`config.mk`:
```
export PLATFORM = sky130hd
export DESIGN_NAME = seq_detector_param
export DESIGN_NICKNAME = d
export VERILOG_FILES = /design/src/rtl/seq_detector_param.sv
export SDC_FILE = /design/constraint.sdc
export NUM_CORES = 1
export LEC_CHECK = 0
export ABC_AREA = 0
export CORE_MARGIN = 5
export CORE_UTILIZATION = 45
export DETAILED_ROUTE_END_ITERATION = 16
export GPL_TIMING_DRIVEN = 0
export PLACE_DENSITY = 0.74
export SLEW_MARGIN = 20
export SYNTH_ARGS = -nofsm -noshare
export SYNTH_HDL_FRONTEND = slang
export SYNTH_SLANG_ARGS = --single-unit
```
`constraint.sdc`:
```
create_clock -name system_clk -period 5.35 [get_ports system_clk]
set_input_delay 0.535 -clock system_clk [delete_from_list [all_inputs] [get_ports system_clk]]
set_output_delay 0.535 -clock system_clk [all_outputs]
set_load 0.01 [all_outputs]
```
`src/rtl/seq_detector_param.sv`:
```
// seq_detector_param: parametrised serial sequence detector with match pulse, saturating counter and history LEDs; SEQ_DET_MASK_EN adds a loadable don't-care mask
module seq_detector_param #(
  parameter int WIDTH = 6,
  parameter logic [WIDTH-1:0] PATTERN = 6'b101011,
  parameter int CNT_W = 8
) (
  input  logic             system_clk,
  input  logic             reset,
  input  logic             bit_valid,
  input  logic             x,
  input  logic             overlap,
  input  logic             pat_load,
  input  logic [WIDTH-1:0] pat_in,
`ifdef SEQ_DET_MASK_EN
  input  logic [WIDTH-1:0] pat_mask_in,
`endif
  output logic             z,
  output logic [WIDTH-1:0] leds,
  output logic             armed,
  output logic [CNT_W-1:0] match_count
);
  localparam int FW = $clog2(WIDTH + 1);
  localparam logic [FW-1:0] FULL = FW'(WIDTH);
  logic [WIDTH-1:0] pattern, mask, leds_next;
  logic [FW-1:0] fill, fill_inc, fill_d;
  logic hit;
`ifdef SEQ_DET_MASK_EN
  // mask is loaded together with the pattern; all ones gives an exact compare
  always_ff @(posedge system_clk)
    if (reset) mask <= '1;
    else if (pat_load) mask <= pat_mask_in;
`else
  assign mask = '1;
`endif
  // candidate history, saturating fill and match decision for the current strobe
  always_comb begin
    leds_next = {leds[WIDTH-2:0], x};
    fill_inc = (fill == FULL) ? FULL : fill + 1'b1;
    hit = (fill_inc == FULL) && (((leds_next ^ pattern) & mask) == '0);
    fill_d = pat_load ? '0 : !bit_valid ? fill : (hit && !overlap) ? '0 : fill_inc;
  end
  // state update: reset, then pattern load, then strobe, otherwise hold with z cleared
  always_ff @(posedge system_clk) begin
    if (reset) begin
      leds <= '0;
      fill <= '0;
      armed <= 1'b0;
      z <= 1'b0;
      match_count <= '0;
      pattern <= PATTERN;
    end else begin
      fill <= fill_d;
      armed <= (fill_d == FULL);
      z <= !pat_load && bit_valid && hit;
      if (pat_load) pattern <= pat_in;
      else if (bit_valid) begin
        leds <= leds_next;
        if (hit && !(&match_count)) match_count <= match_count + 1'b1;
      end
    end
  end
endmodule

```
# --- After elaboration in Yosys (flattened, before gate mapping) ---
# Cells that the tools add are included.
totals:
  in_bits: 12
  output_inout_bits: 16
  regBits: 25
op_classes:
  addsub: 2
  reduce_logical: 12
  bitwise_logic: 2
  muxes: 4
  eq_ne: 3
op_table:
  columns: ["cell", "n"]
  rows:
  - ["$mux W3", 4]
  - ["$eq A3 B3 Y1 const B", 3]
  - ["$add A8 B1 Y8 const B", 1]
  - ["$reduce_and A8 Y1", 1]
  - ["$logic_not A6 Y1", 1]
  - ["$xor A6 B6 Y6", 1]
  - ["$logic_and A1 B1 Y1", 5]
  - ["$add A3 B1 Y3 const B", 1]
  - ["$logic_not A1 Y1", 3]
  - ["$reduce_and A3 Y1", 1]
  - ["$reduce_and A2 Y1", 1]
  - ["$not A1 Y1", 1]

# --- Logic depth before layout (Yosys ltp) ---
# Gate-level depths: netlist (run 1).
logic_depth:
  depth_word: 9
  mapped_depth: 8
  mapped_depth_nobuf: 7

# --- Worst setup path before layout (run 1) ---
# OpenSTA, ideal clock, no wires.
synth_path:
  path_type: "register to register"
  startpoint: "register fill[0]"
  endpoint: "register match_count[0]"
  stages_incl_launch_ff: 8
  period_less_slack_ns: 1.974
  setup_slack_ns: 3.376
  arrival_time_ns: 1.854
  path_buffers: 1
  path_cell_list: "dfxtp_1 > inv_1 > ha_1 > nor4_4 > and3_1 > buf_2 > o21a_1 > mux2_2"
synth_between:
  elab_chain_len: 6
  word_cells_on_any_way: 7
  cone_classes: "add/sub (1); eq/ne (2); mux (1); reduce/logical (3)"
synth_lines:
  columns: ["item", "line", "source"]
  rows:
  - ["from (decl)", "25", "logic [FW-1:0] fill, fill_inc, fill_d;"]
  - ["from (signal assigned)", "52", "fill <= fill_d;"]
  - ["$add A3 B1 Y3 or $eq A3 B3 Y1 (tied branches)", "38", "fill_inc = (fill == FULL) ? FULL : fill + 1'b1;"]
  - ["$mux W3 (*)", "38", null]
  - ["$eq A3 B3 Y1 (*)", "39", "hit = (fill_inc == FULL) && (((leds_next ^ pattern) & mask) == '0);"]
  - ["$logic_and A1 B1 Y1 (*)", "39", null]
  - ["$logic_and A1 B1 Y1 (*)", "58", "if (hit && !(&match_count)) match_count <= match_count + 1'b1;"]
  - ["$reduce_and A3 Y1 (no source line) (*)", null, null]
  - ["to (signal assigned)", "58", null]
  - ["to (decl)", "20", "output logic [CNT_W-1:0] match_count"]
# Mark *: on every way between the ends. The rest lies on a longest branch, timed or not.
# A chain may end at the register's enable or synchronous reset.

# --- Worst setup path in the final report (run 1) ---
layout_path:
  startpoint: "input port bit_valid"
  endpoint: "register match_count[0]"
layout_between:
  elab_chain_len: 1
layout_lines:
  columns: ["item", "line", "source"]
  rows:
  - ["from (decl)", "9", "input logic bit_valid,"]
  - ["$reduce_and A3 Y1 (no source line)", null, null]
# No other way between the ends.

==> impl_metrics.py, run 1 <==
metrics = {
    "critical_path": {
        "cp.arrival_ns": 2.47,
        "reg2reg_depth": 7,
        "cpPeakStageDelay_ns": 0.62,
        "path_cells": "clkdlybuf4s50_1, nand2b_1, nor3_2, and3_1, buf_2, o21a_1, mux2_2",
        "path_class": "input port to flop",
        "startpoint_type": "input port",
        "path_max_fanout": 7,
        "cp-end-kind": "flop",
        "cp_slowest_cell": "clkdlybuf4s50_1",
        "crit_start": "bit_valid",
        "r2r_start": "fill[0]$_SDFF_PP0_",
        "reg2reg_slack_ns": 3.20,
        "worstPathRequired_ns": 5.56,
        "endpoint": "match_count[0]$_SDFFE_PP0P_",
        "r2r-end": "match_count[0]$_SDFFE_PP0P_",
    },
    "power": {
        "powerDensity_nw_per_um2": 202,
        "peakVddDrop_v": 0.000133,
        "power_leakage_nw": 0.535,
        "finalPower_uw": 310,
    },
    "sta": {
        "slew_viol_final": 0,
        "fin_tns_setup_ns": 0,
        "fmax_mhz": 443,
        "hold_viol": 0,
        "period_needed_ns": 2.26,
        "worst_slew_pin_slew_ns": 0.553,
        "finalSetupViolCount": 0,
        "finClkSkew_ns": 0.00697,
        "hold_slack_ns": 0.486,
        "rsz0062_at_grt": "false",
        "slew-limit-headroom_pct": 63.1,
        "fin_crit_sh_pct": 42.2,
    },
    "routing": {
        "ant_nets": 0,
        "wl_um": 2560,
        "met1Wirelength_um": 1170,
        "dr_wl_met2_um": 1240,
        "vias_per_cell": 5.43,
        "drt-wirelength-per-cell_um": 13.2,
        "drt_first_pass_iters": 4,
        "wl_met3_um": 131,
        "highest_layer": "met4",
        "drt_iter0_markers": 36,
        "route.vias.total": 1054,
        "drc_errors": 0,
    },
    "synth": {
        "synth_adder_area_share_pct": 3.13,
        "syn_inst": 133,
        "syn_area_um2": 1200,
        "synth-simple-area-share_pct": 28.4,
        "synth_compound_area_share_pct": 15.2,
        "avgSynthCellArea_um2": 9.00,
        "synthArstFlopShare_pct": 0,
        "muxShareOfSynthArea_pct": 4.28,
        "ys_seq_area_share_pct": 41.8,
        "synthDistinctLibCells": 36,
        "yosys.area_share.xor_xnor_pct": 5.12,
        "synth-main-ff-cell": "dfxtp_1",
        "yosysWarnings": 0,
        "synth-seq-cells": 25,
        "synth_top_family_by_area": "simple AND/OR/NAND/NOR gates",
        "synth_edf_count": 0,
        "syn_nets": 148,
    },
    "job": {
        "maxCapViolations": 0,
    },
    "clock_tree": {
        "clk_pin_slew_ns": 0.14,
        "cts_tree": "built",
        "ctsHtreeMaxLevel": 1,
        "ctsResizeCount": 0,
        "hold_buffers": 0,
        "clock-sinks": 25,
        "clockBufferDepth": 2,
        "postCtsSetupBuffers": 0,
        "cts_buffers": 3,
        "clk_latency_ns": 0.31,
        "cts-root-buf": "clkbuf_4",
    },
    "global_routing": {
        "antenna_found_initial": 0,
        "grt_overflow": 0,
        "grt_start_max_net_pins": 16,
        "track_usage_pct": 14.7,
        "grt_pass1_wl_um": 4220,
        "grt_pass1_vias": 1006,
    },
    "cells_and_area": {
        "fin_nets": 180,
        "final_area_um2": 1540,
        "final_common_cell": "clkdlybuf4s50_1",
        "area_growth_pct": 28.2,
        "final_cell_mix": "clkdlybuf4s50_1, dfxtp_1, nand2_1, a21oi_1",
        "drive_above_1_share_pct": 7.32,
        "post-route-util_pct": 60.9,
        "diodes": 0,
    },
    "floorplan": {
        "start_util_pct": 47.5,
        "rows": 18,
        "io_pins": 28,
        "die_area_um2": 3790,
        "die_y_um": 61.6,
        "core_area_um2": 2520,
        "die_w_um": 61.6,
    },
    "outcome": {
        "outcome": "finished clean",
    },
    "placement": {
        "dp_hpwl_um": 1990,
        "gp_congestion": 0.887,
        "port_buffers": 27,
        "postPlaceCellArea_um2": 1510,
    },
    "worst_hold_path": {
        "min_path_type": "flop to flop",
    },
}
routing by layer:
metal	GRT usage [%]	up-vias
met5	0	-
met4	5.15	0
met3	3.56	4
met2	24.7	30
met1	18.4	486
li1	-	534
synth_stat cells, types with 3 or more instances:
cell type	number	area share (%)
dfxtp_1	25	42
nand2_1	16	5.0
a21oi_1	13	5.4
nor2_1	9	2.8
nor2b_1	9	4.7
xor2_1	6	4.4
a211o_1	4	2.9
mux2i_1	4	3.3
nand2b_1	4	2.1
ha_1	3	3.1
nand3_1	3	1.3
nor3_1	3	1.3
o21ai_0	3	1.3
how the worst min path moves through the flow:
stage,from,end,slack [ns],cells after the start
3_5_place_dp,leds[5]$_SDFFE_PP0P_,leds[5]$_SDFFE_PP0P_,0.46,2
2_1_floorplan,leds[5]$_SDFFE_PP0P_,leds[5]$_SDFFE_PP0P_,0.48,2
3_3_place_gp,leds[5]$_SDFFE_PP0P_,leds[5]$_SDFFE_PP0P_,0.45,2
6_report,leds[5]$_SDFFE_PP0P_,leds[5]$_SDFFE_PP0P_,0.49,2
5_1_grt,leds[5]$_SDFFE_PP0P_,leds[5]$_SDFFE_PP0P_,0.50,2
4_1_cts,leds[5]$_SDFFE_PP0P_,leds[5]$_SDFFE_PP0P_,0.48,2
per-stage QoR:
| step | std cells | setup WS (ns) |
|---|---|---|
| after detailed placement | 190 | 2.77 |
| final | 194 | 3.09 |
| after global routing | 194 | 2.99 |
| after CTS | 194 | 3.12 |
| after floorplan | 133 | 3.38 |
| after global placement | 190 | 2.81 |
kinds of logic (layout without fill, tap and decap cells):
| family | count (synthesis) | after routing |
|---|---|---|
| mux | 5 | 5 |
| compound gates | 28 | 28 |
| flops | 25 | 25 |
| simple gates | 59 | 59 |
| fa+ha+maj | 3 | 3 |
| xor+xnor | 7 | 7 |
| buf+inv | 6 | 37 |
area by class of cell:
class,instances,area [um^2]
clock inverter,1,7.51
inverter,2,7.51
multi-input combinational,102,672
sequential,25,500
clock buffer,3,22.5
fill,252,987
timing repair buffer,27,270
buffer,4,17.5
tap,30,37.5
power by group:
group,switching (mW),internal (mW)
logic,0.0168,0.0164
registers,0.00302,0.190
clock network,0.0550,0.0285
sequential cells by signal (all words and copies together), names as in the netlist:
register	count
leds	6
match_count	8
z	1
armed	1
fill	3
pattern	6
worst max-delay path: cells and delay by family:
kind,cells,cell delay [ns]
buf+inv,2,0.77
simple gates,3,0.66
mux,1,0.34
compound gates,1,0.18
Power figures use the tool's default switching activity.
==> run 2: changes to the inputs <==
--- a/config.mk
+++ b/config.mk
@@ -7,10 +7,10 @@
 export LEC_CHECK = 0
 export ABC_AREA = 0
 export CORE_MARGIN = 5
-export CORE_UTILIZATION = 45
+export CORE_UTILIZATION = 44
 export DETAILED_ROUTE_END_ITERATION = 16
 export GPL_TIMING_DRIVEN = 0
-export PLACE_DENSITY = 0.74
+export PLACE_DENSITY = 0.76
 export SLEW_MARGIN = 20
 export SYNTH_ARGS = -nofsm -noshare
 export SYNTH_HDL_FRONTEND = slang
==> constraint.sdc (replaced) <==
create_clock -name system_clk -period 1.85 [get_ports system_clk]
set_input_delay 0.185 -clock system_clk [delete_from_list [all_inputs] [get_ports system_clk]]
set_output_delay 0.185 -clock system_clk [all_outputs]
set_load 0.01 [all_outputs]
==> impl_metrics.py, run 2 (synthesis gave the netlist of run 1 again) <==
metrics = {
    "cells_and_area": {
        "drive_above_1_share_pct": 16.0,
        "largest_register": "match_count",
        "diodes": 0,
        "ff_latch_area_um2": 507,
        "stdcell_count": 200,
        "area_growth_pct": 34.8,
        "top_regs": "match_count x8, leds x6, pattern x6",
        "fin_nets": 185,
        "multi_input_area_um2": 703,
        "largest_reg_flops": 8,
        "final_common_cell": "clkdlybuf4s50_1",
        "fillers": 242,
        "final_cell_mix": "clkdlybuf4s50_1, dfxtp_1, nand2_1, a21oi_1",
    },
    "critical_path": {
        "path_class": "input port to flop",
        "worstPathRequired_ns": 2.12,
        "path_cells": "clkdlybuf4s50_1, nand2b_2, nor3_2, buf_4, o2111ai_4, or4_1, a21oi_1",
        "r2r_start": "leds[3]$_SDFFE_PP0P_",
        "reg2reg_slack_ns": 0.07,
        "cp-end-kind": "flop",
        "cp.arrival_ns": 2.06,
        "startpoint_type": "input port",
        "cp_slowest_cell": "clkdlybuf4s50_1",
        "crit_start": "pat_load",
        "cpPeakStageDelay_ns": 0.50,
        "path_max_fanout": 7,
    },
    "floorplan": {
        "start_util_pct": 44.6,
        "rows": 19,
        "die_w_um": 62.2,
        "io_pins": 28,
        "core_area_um2": 2690,
        "die_y_um": 62.2,
        "die_area_um2": 3860,
    },
    "sta": {
        "rsz0062_at_grt": "true",
        "finClkSkew_ns": 0.0107,
        "finalSetupViolCount": 0,
        "period_needed_ns": 1.79,
        "hold_viol": 0,
        "worst_slew_pin_slew_ns": 0.516,
        "setup_ws_ns": 0.0600,
        "fin_crit_sh_pct": 96.8,
        "fmax_mhz": 559,
        "slew-limit-headroom_pct": 65.6,
        "slew_viol_final": 0,
    },
    "global_routing": {
        "grt_pass1_wl_um": 4360,
        "grt_pass1_vias": 1022,
        "antenna_found_initial": 0,
        "track_usage_pct": 13.6,
        "grt_start_max_net_pins": 16,
        "grt_overflow": 0,
    },
    "power": {
        "power_leakage_nw": 0.566,
        "powerDensity_nw_per_um2": 566,
        "peakVddDrop_v": 0.000437,
    },
    "placement": {
        "port_buffers": 27,
        "gp_congestion": 0.888,
        "dp_cells": 191,
        "post-place-ws_ns": -0.398,
        "dp_hpwl_um": 1930,
    },
    "clock_tree": {
        "cts_buffers": 3,
        "clk_pin_slew_ns": 0.15,
        "cts-root-buf": "clkbuf_4",
        "clockBufferDepth": 2,
        "ctsHtreeMaxLevel": 1,
        "clk_latency_ns": 0.32,
        "clock-sinks": 25,
        "hold_buffers": 0,
        "cts_tree": "built",
    },
    "routing": {
        "wl_um": 2600,
        "vias_per_cell": 5.32,
        "ant_nets": 0,
        "drc_errors": 0,
        "drt-wirelength-per-cell_um": 13.0,
        "drt_first_pass_iters": 4,
        "route.vias.total": 1063,
        "drt_iter0_markers": 33,
    },
    "outcome": {
        "outcome": "finished clean",
    },
    "worst_hold_path": {
        "min_path_type": "input port to flop",
        "hold_start": "x",
    },
    "job": {
        "maxCapViolations": 0,
    },
}
## run 2: changes by cell type in the layout (fill, tap and decap cells not counted), sizes merged
cell / change
buf: +5
## run 2: critical path, delay by kind of cell
family,cells,cell delay [ns]
compound gates,2,0.26
buf+inv,2,0.65
simple gates,3,0.97
## run 2: path summary, 6_finish.rpt
path | to | cells past startpoint
worst min register to register | leds[5]$_SDFFE_PP0P_ | 2
worst max register to register | match_count[5]$_SDFFE_PP0P_ | 6
worst max-delay path | match_count[5]$_SDFFE_PP0P_ | 7
worst min-delay path | leds[0]$_SDFFE_PP0P_ | 3
## run 2: metrics by stage
| stage | area (um^2) | util (%) | setup TNS (ns) | total power, mW | hold slack [ns] |
|---|---|---|---|---|---|
| finish | 1610 | 60.1 | 0 | 0.913 | 0.443 |
| global route | 1610 | 60.1 | -0.0603 | 0.961 | 0.441 |
| detailed placement | 1510 | 56.1 | -1.58 | 0.665 | 0.455 |
| CTS | 1600 | 59.7 | 0 | 0.922 | 0.439 |
| global placement | 1510 | 56.1 | -1.24 | 0.663 | 0.454 |
| floorplan | 1200 | - | 0 | 0.621 | 0.303 |
## run 2: area by class of cell
cell class	instances	share of cell area [%]
repair buffers	33	19.5
flip-flops and latches	25	31.4
clock buffers	3	1.40
multi-input cells	102	43.6
clock inverters	1	0.465
inverters	2	0.465
plain buffers	3	0.775
well taps	31	2.40
## run 2: timing repair
item	4_1_cts	5_1_grt
pin swaps	3	3
buffers inserted	6	0
setup endpoints to repair	5	4
resized for setup	6	5
## run 2: per-layer routing
layer	up-vias	global-route usage [%]	routed length, um
li1	539	-	-
met1	490	15.2	1160
met4	0	4.34	12
met2	32	24.9	1270
met5	-	0	0
met3	2	3.42	159
## run 2: report_power, final
group	internal (mW)	switching, mW	leakage (nW)
logic	0.0523	0.0494	0.346
clock network	0.0824	0.170	0.0139
registers	0.551	0.00852	0.206
